[src/rtl/branch_resolve.sv]
// EX-side branch checker: in-order queue of IF predictions, trains predictor, flushes on mispredict.
// Latency: results registered one cycle after a pop; optional counters via BRANCH_RESOLVE_PERF_EN.
// Backpressure: none; pushes while full without a pop are dropped and flagged in sticky overflow.
module branch_resolve #(
   parameter int ADDR_W = 32,
   parameter int DEPTH  = 4
) (
   input  logic              clk,
   input  logic              rst,
   input  logic              pred_valid,
   input  logic              pred_taken,
   input  logic [ADDR_W-1:0] pred_pc,
   input  logic [ADDR_W-1:0] pred_target,
   input  logic              resolve_valid,
   input  logic              actual_taken,
   input  logic [ADDR_W-1:0] actual_target,
   output logic              full,
   output logic              empty,
   output logic              overflow,
   output logic              flush,
   output logic [ADDR_W-1:0] redirect_pc,
   output logic              upd_branch,
   output logic              upd_taken
`ifdef BRANCH_RESOLVE_PERF_EN
   ,
   output logic [31:0]       resolved_cnt,
   output logic [31:0]       mispredict_cnt
`endif
);

   localparam int PW = $clog2(DEPTH);

   logic [PW:0]       rd_ptr, wr_ptr;
   logic              q_taken  [DEPTH];
   logic [ADDR_W-1:0] q_pc     [DEPTH];
   logic [ADDR_W-1:0] q_target [DEPTH];

   logic              head_taken;
   logic [ADDR_W-1:0] head_pc, head_target;
   logic              pop_fire, push_fire, mispredict;

   // Extra pointer MSB distinguishes full from empty when the index bits match.
   assign empty = (rd_ptr == wr_ptr);
   assign full  = (rd_ptr[PW] != wr_ptr[PW]) && (rd_ptr[PW-1:0] == wr_ptr[PW-1:0]);

   assign head_taken  = q_taken[rd_ptr[PW-1:0]];
   assign head_pc     = q_pc[rd_ptr[PW-1:0]];
   assign head_target = q_target[rd_ptr[PW-1:0]];

   assign pop_fire   = resolve_valid & ~empty;
   assign mispredict = (head_taken != actual_taken) |
                       (head_taken & actual_taken & (head_target != actual_target));
   assign push_fire  = pred_valid & (~full | pop_fire) & ~(pop_fire & mispredict);

   always_ff @(posedge clk) begin
      if (push_fire) begin
         q_taken[wr_ptr[PW-1:0]]  <= pred_taken;
         q_pc[wr_ptr[PW-1:0]]     <= pred_pc;
         q_target[wr_ptr[PW-1:0]] <= pred_target;
      end
   end

   always_ff @(posedge clk) begin
      if (rst) begin
         rd_ptr      <= '0;
         wr_ptr      <= '0;
         overflow    <= 1'b0;
         flush       <= 1'b0;
         redirect_pc <= '0;
         upd_branch  <= 1'b0;
         upd_taken   <= 1'b0;
      end else begin
         upd_branch <= pop_fire;
         flush      <= pop_fire & mispredict;
         if (pop_fire) begin
            upd_taken   <= actual_taken;
            redirect_pc <= actual_taken ? actual_target : head_pc + ADDR_W'(4);
         end
         if (pred_valid & full & ~pop_fire)
            overflow <= 1'b1;
         // A mispredict makes every younger entry wrong-path, so the queue restarts empty.
         if (pop_fire & mispredict) begin
            rd_ptr <= '0;
            wr_ptr <= '0;
         end else begin
            if (pop_fire)
               rd_ptr <= rd_ptr + (PW+1)'(1);
            if (push_fire)
               wr_ptr <= wr_ptr + (PW+1)'(1);
         end
      end
   end

`ifdef BRANCH_RESOLVE_PERF_EN
   always_ff @(posedge clk) begin
      if (rst) begin
         resolved_cnt   <= '0;
         mispredict_cnt <= '0;
      end else if (pop_fire) begin
         resolved_cnt <= resolved_cnt + 32'd1;
         if (mispredict)
            mispredict_cnt <= mispredict_cnt + 32'd1;
      end
   end
`endif

endmodule

[config.mk]
export PLATFORM = sky130hd
export DESIGN_NAME = branch_resolve
export DESIGN_NICKNAME = d
export VERILOG_FILES = /design/src/rtl/branch_resolve.sv
export SDC_FILE = /design/constraint.sdc
export NUM_CORES = 1
export LEC_CHECK = 0
export CAP_MARGIN = 10
export CORE_ASPECT_RATIO = 2
export CORE_MARGIN = 5
export CORE_UTILIZATION = 50
export CTS_BUF_LIST = sky130_fd_sc_hd__clkbuf_16
export DETAILED_ROUTE_END_ITERATION = 16
export DONT_BUFFER_PORTS = 1
export PLACE_DENSITY = 0.71
export RECOVER_POWER = 50
export REMOVE_ABC_BUFFERS = 1
export SYNTH_ARGS = -nofsm -noshare
export SYNTH_HDL_FRONTEND = slang
export SYNTH_SLANG_ARGS = --single-unit
export TNS_END_PERCENT = 10
[constraint.sdc]
create_clock -name clk -period 8.7 [get_ports clk]
set_clock_uncertainty 0.05 [all_clocks]
set_input_delay 1.305 -clock clk [delete_from_list [all_inputs] [get_ports clk]]
set_output_delay 1.305 -clock clk [all_outputs]
set_load 0.05 [all_outputs]
# After elaboration in Yosys (flattened, before gate mapping)
# Memory sizes are Yosys's and may differ from the RTL's. A register that Yosys moved wholly into a read port is not among the register bits.
# Cells that the tools add are included.
word_totals:
  regBits: 42
  mem_bits_rw: 260
  input_bits: 102
  out_inout_bits: 38
  elab_cells: 43
  memories: 3
memory_table:
  columns: ["memory", "words", "word_bits", "read_ports", "rd_ports_with_merged_regs", "wr", "line", "text"]
  rows:
  - ["q_pc", 4, 32, 1, 1, 1, "35", "logic [ADDR_W-1:0] q_pc [DEPTH];"]
  - ["q_target", 4, 32, 1, 1, 1, "36", "logic [ADDR_W-1:0] q_target [DEPTH];"]
  - ["q_taken", 4, 1, 1, 1, 1, "34", "logic q_taken [DEPTH];"]
classes:
  addsub: 3
  eq_ne: 5
  muxes: 9
  bitwise: 14
  n_reduce_logical: 2
ops:
  columns: ["op", "count"]
  rows:
  - ["$add 32x3->32 const B", 1]
  - ["$mux 32", 1]
  - ["$ne 32x32->1", 1]
  - ["$mux 2", 6]
  - ["$and 1x1->1", 8]
  - ["$add 3x1->3 const B", 2]
  - ["$not 1->1", 4]
  - ["$eq 3x3->1", 1]
  - ["$eq 2x2->1", 1]
  - ["$mux 1", 2]
  - ["$ne 1x1->1", 2]
  - ["$or 1x1->1", 2]
  - ["$reduce_or 2->1", 1]
  - ["$logic_and 1x1->1", 1]

# Logic depth before layout (Yosys ltp)
depth:
  word_depth: 8
  mapped_depth: 11
  mapped_depth_nobuf: 8

# Least setup slack after synthesis
# Ideal clock, no wire load.
synth_path:
  path_kind: "input port to flip-flop"
  startpoint: "input actual_target[27]"
  endpoint: "memory q_pc[3][0], enable pin"
  setup_ns: 0.585
  arrival_ns: 7.109
  required_ns: 8.065
  slack_ns: 0.956
  path_stages: 6
  n_path_buf: 0
  path_cell_list: "xnor2_1 -> nor4b_1 -> a22oi_1 -> nor4_4 -> a21oi_1 -> a211oi_1"
synth_between:
  elab_chain_len: 8
synth_lines:
  columns: ["item", "line", "text"]
  rows:
  - ["start: declaration", "16", "input logic [ADDR_W-1:0] actual_target,"]
  - ["$ne 32x32->1", "52", "(head_taken & actual_taken & (head_target != actual_target));"]
  - ["$and 1x1->1", "52", null]
  - ["$or 1x1->1", "51", "assign mispredict = (head_taken != actual_taken) |"]
  - ["$and 1x1->1", "53", "assign push_fire = pred_valid & (~full | pop_fire) & ~(pop_fire & mispredict);"]
  - ["$not 1->1", "53", null]
  - ["$and 1x1->1", "53", null]
  - ["$mux 1", "56", "if (push_fire) begin"]
  - ["$mux 1 (implied by the code)", "58", "q_pc[wr_ptr[PW-1:0]] <= pred_pc;"]
  - ["end: declaration", "35", null]
# Every way passes these cells.

==> results.txt <==
----------------------------------------------------
[Yosys]
  Commonest register cell after synthesis ... sky130_fd_sc_hd__edfxtp_1
  Main combinational cell family by area after synthesis ... multiplexers
  Share of the synthesized area in compound gates (AO/OA/AOI/OAI) ... under 10%
  Xor-xnor portion of the synthesized cell area ... under 10%
  Number of enable flip-flop cells after synthesis ... 260
  Post-synthesis adder-cell area fraction ... less than 1%
  Seq/Total Area, Yosys ... a little over two thirds
  Unique cell type count in the Yosys netlist ... 41
  Syn Std Cell Area ... approximately 12000 um^2
  Proportion of synthesized area in mux cells ... between 10% and 20%
  Fraction of the mapped netlist area in simple logic gates ... 6.28%
  Mapped Cells ... ~740
  Mean cell area of the mapped netlist ... 16.8 um^2
  Proportion of register bits with asynchronous set or reset after synthesis ... 0%
  Number of warnings issued by yosys ... 0
  Synthesis-stage register bit count ... a little over 300

[Timing]
  Tightest slew margin relative to the limit ... -72.0%
  Total Neg Setup Slack ... 0 ns
  Number of endpoints failing setup at the final stage ... 0
  Fmax achieved ... around 160 MHz
  Setup repair after global routing missed its margin ... no
  Final Cycle Share ... 72.0%
  Worst slack on hold paths ... about 0.47 ns
  Max-slew violation count ... 83
  Number of endpoints with negative hold slack in the final report ... 0
  Minimum period implied by the final worst setup slack ... approximately 6.3 ns
  Worst Max-Slew Pin Slew ... 2.58 ns

[Critical path]
  Most common cell on crit path ... sky130_fd_sc_hd__buf_4
  Buffer and inverter count on the worst path ... 2
  Data required time at the worst endpoint ... ~8.8 ns
  Depth of the worst register-to-register path ... 8
  Arrival time of the worst setup path ... between 6 and 7 ns
  Element type at the critical path end ... flop
  Slack of the worst reg-to-reg path ... about 2.4 ns
  Max FO, Critical Path ... 41
  Worst setup path class ... reg -> reg
  Cell Chain, Critical Path ... buf_4, mux4_2, xnor2_1, nand4_1, nor4_4, a21oi_1, nor2_4, buf_4
  Top Family by Delay on Critical Path ... flip-flops
  Slowest stage cell on the critical path ... sky130_fd_sc_hd__dfxtp_1
  Critical register-to-register path endpoint ... q_pc[1][5]
  CP startpoint kind ... flop
  Slowest Stage Delay on Critical Path ... just over 2 ns

[Layout]
  Top library cells by usage in the layout, fill and taps aside ... 260 x sky130_fd_sc_hd__edfxtp_1, 63 x sky130_fd_sc_hd__nand2_1, 59 x sky130_fd_sc_hd__mux4_2
  Final Net Count ... ~840
  Multi-input logic area ... between 3000 and 4000 um^2
  Synthesis-to-finish area growth ... 9.18%
  Number of filler cells placed in the layout ... 1874
  Fraction of the core area covered by cells at the end of the flow ... 55.1%
  Final antenna diode count ... 0
  Most common cell after layout, fill and taps aside ... sky130_fd_sc_hd__edfxtp_1
  Fraction of final layout cells sized beyond drive strength 1 ... 15.1%
  Flip-flop and latch area ... around 8700 um^2

[Route]
  Via count ... approximately 6300
  Routed length per instance ... 24.7 um
  Post-detailed-route DRC marker count ... 0
  Per-cell via count in the routed design ... around 5.8
  Count of routing violations after the opening detailed-route iteration ... ~350
  Number of optimization iterations in the first detailed-route pass ... 5
  Total wire length after detailed routing ... 26.8 mm
  Antenna violation net count after detailed routing ... 0

[CTS]
  CTS tree ... built
  Buffer type at the clock tree root ... sky130_fd_sc_hd__clkbuf_16
  Clock network latency to the later pin of the worst-skew pair ... approximately 0.54 ns
  CTS H-tree depth ... 1
  # resized after CTS ... 0
  Number of clock sinks seen by CTS ... between 300 and 400
  CTS clock-pin slew for the worst setup and hold paths ... around 0.070 ns
  # hold bufs at CTS ... 0
  Clk buf depth ... 3
  Total CTS buffers ... 26
  Number of buffers added for setup after CTS ... 0

[Floorplanning]
  Width of the chip ... 121 um
  Effective utilization at floorplan ... about half
  Die height ... between 200 and 250 um
  Total Die Area ... between 20000 and 30000 um^2
  Floorplan row count ... 81
  Area of the core region ... between 20000 and 25000 um^2
  Count of boundary I/O pins ... 140

[Place]
  Number of port buffers ... 0
  Weighted congestion reported at the end of routability-driven placement ... about 0.82
  HPWL after DPL ... about 18 mm

[Min path]
  Worst Hold Launch ... rd_ptr[1]
  Worst hold stages ... 2
  Hold/Removal Path Class ... reg -> reg

[GRT]
  Number of global-route vias before repair ... roughly 6600
  Gr ovfl total ... 0
  Global-route usage over all layers ... 19.1%
  First-pass GRT wire length ... between 30 and 40 mm
  Pin count of the biggest net entering global routing ... between 60 and 70
  Number of antenna violations at the first check in global routing ... 0

[Power]
  Worst supply voltage drop on vdd ... 0.000244 V
  Leak Pwr ... ~4.2 nW
  Total power divided by cell area ... 294 nW/um^2
  Total power ... between 0.003 and 0.004 W

[Run]
  Max-cap violations ... 2

[Status]
  Outcome ... complete, but fails checks
  Violated checks ... capacitance limit, slew limit

----------------------------------------------------
==> per-layer routing <==
layer,share of wire (%),vias up,track usage (%)
li1,-,2849,-
met1,33,3192,20.6
met2,55,208,34.9
met3,7.9,46,5.17
met4,3.4,0,7.45
met5,0,-,0
==> report_power, final <==
| group | switching, W | internal [W] |
|---|---|---|
| sequential | 0.000259 | 0.00177 |
| combinational | 0.000434 | 0.000365 |
| clock | 0.000499 | 0.000625 |
==> cell usage after synthesis, types with 5 or more instances <==
| cell type | instances | area, um^2 |
|---|---|---|
| sky130_fd_sc_hd__a211oi_1 | 5 | 37.5 |
| sky130_fd_sc_hd__a21oi_1 | 29 | 145 |
| sky130_fd_sc_hd__a31oi_1 | 9 | 56.3 |
| sky130_fd_sc_hd__and2_1 | 5 | 31.3 |
| sky130_fd_sc_hd__and3_1 | 12 | 75.1 |
| sky130_fd_sc_hd__and4_1 | 6 | 52.6 |
| sky130_fd_sc_hd__buf_2 | 6 | 30.0 |
| sky130_fd_sc_hd__buf_6 | 5 | 56.3 |
| sky130_fd_sc_hd__clkbuf_1 | 21 | 78.8 |
| sky130_fd_sc_hd__dfxtp_1 | 44 | 881 |
| sky130_fd_sc_hd__edfxtp_1 | 260 | 7810 |
| sky130_fd_sc_hd__ha_1 | 7 | 87.6 |
| sky130_fd_sc_hd__inv_1 | 11 | 41.3 |
| sky130_fd_sc_hd__mux2i_1 | 16 | 160 |
| sky130_fd_sc_hd__mux4_2 | 59 | 1330 |
| sky130_fd_sc_hd__nand2_1 | 63 | 236 |
| sky130_fd_sc_hd__nand3_1 | 17 | 85.1 |
| sky130_fd_sc_hd__nand4_1 | 11 | 68.8 |
| sky130_fd_sc_hd__nor2_1 | 20 | 75.1 |
| sky130_fd_sc_hd__nor3_1 | 10 | 50.1 |
| sky130_fd_sc_hd__o21ai_0 | 19 | 95.1 |
| sky130_fd_sc_hd__o22ai_1 | 8 | 50.1 |
| sky130_fd_sc_hd__xnor2_1 | 44 | 385 |
| sky130_fd_sc_hd__xor2_1 | 25 | 219 |
==> how the worst max path moves through the flow <==
stage	from	endpoint	slack (ns)	cells after the start
after CTS	flop	q_pc[1][5]	3.56	9
after global placement	flop	q_pc[1][5]	3.68	9
after global routing	flop	q_target[1][31]	1.68	8
after floorplan	flop	q_pc[3][0]	-1.00	7
final	flop	q_pc[1][5]	2.44	8
after detailed placement	flop	q_pc[1][2]	3.59	9
==> logic make-up (layout without fill, tap and decap cells) <==
kind of cell,Yosys count,in the layout
AND/OR/NAND/NOR,156,156
flip-flops,304,304
AO/OA/AOI/OAI,76,76
buffers and inverters,48,67
adder cells (fa/ha/maj),7,7
multiplexers,75,75
XOR/XNOR,69,69
==> worst min-delay path, delay by kind of cell (launching register included) <==
family,cells,cell delay (ns)
flip-flops,1,0.34
AND/OR/NAND/NOR,1,0.07
AO/OA/AOI/OAI,1,0.07
==> metrics by stage <==
stage	setup WS, ns	cell area (um^2)	std cells
after floorplan	-1.00	12100	698
after global placement	3.68	12600	1038
after detailed placement	3.59	12600	1038
after CTS	3.56	13500	1086
after global routing	1.68	13500	1086
final	2.44	13500	1086
==> area by class of cell <==
type                    count  share of cell area [%]
clock buffers              27                    5.02
multi-input cells         383                    25.4
inverters                  11                   0.307
repair buffers              8                   0.418
clock inverters            21                    1.19
well taps                 332                    3.08
flip-flops and latches    304                    64.6
==> registers in the layout, indices dropped and copies added, names as in the netlist, 3 cells and up, named ones only <==
register	flops
q_taken	4
q_pc	128
redirect_pc	32
wr_ptr	3
q_target	128
rd_ptr	3
(Power assumes the default switching activity.)
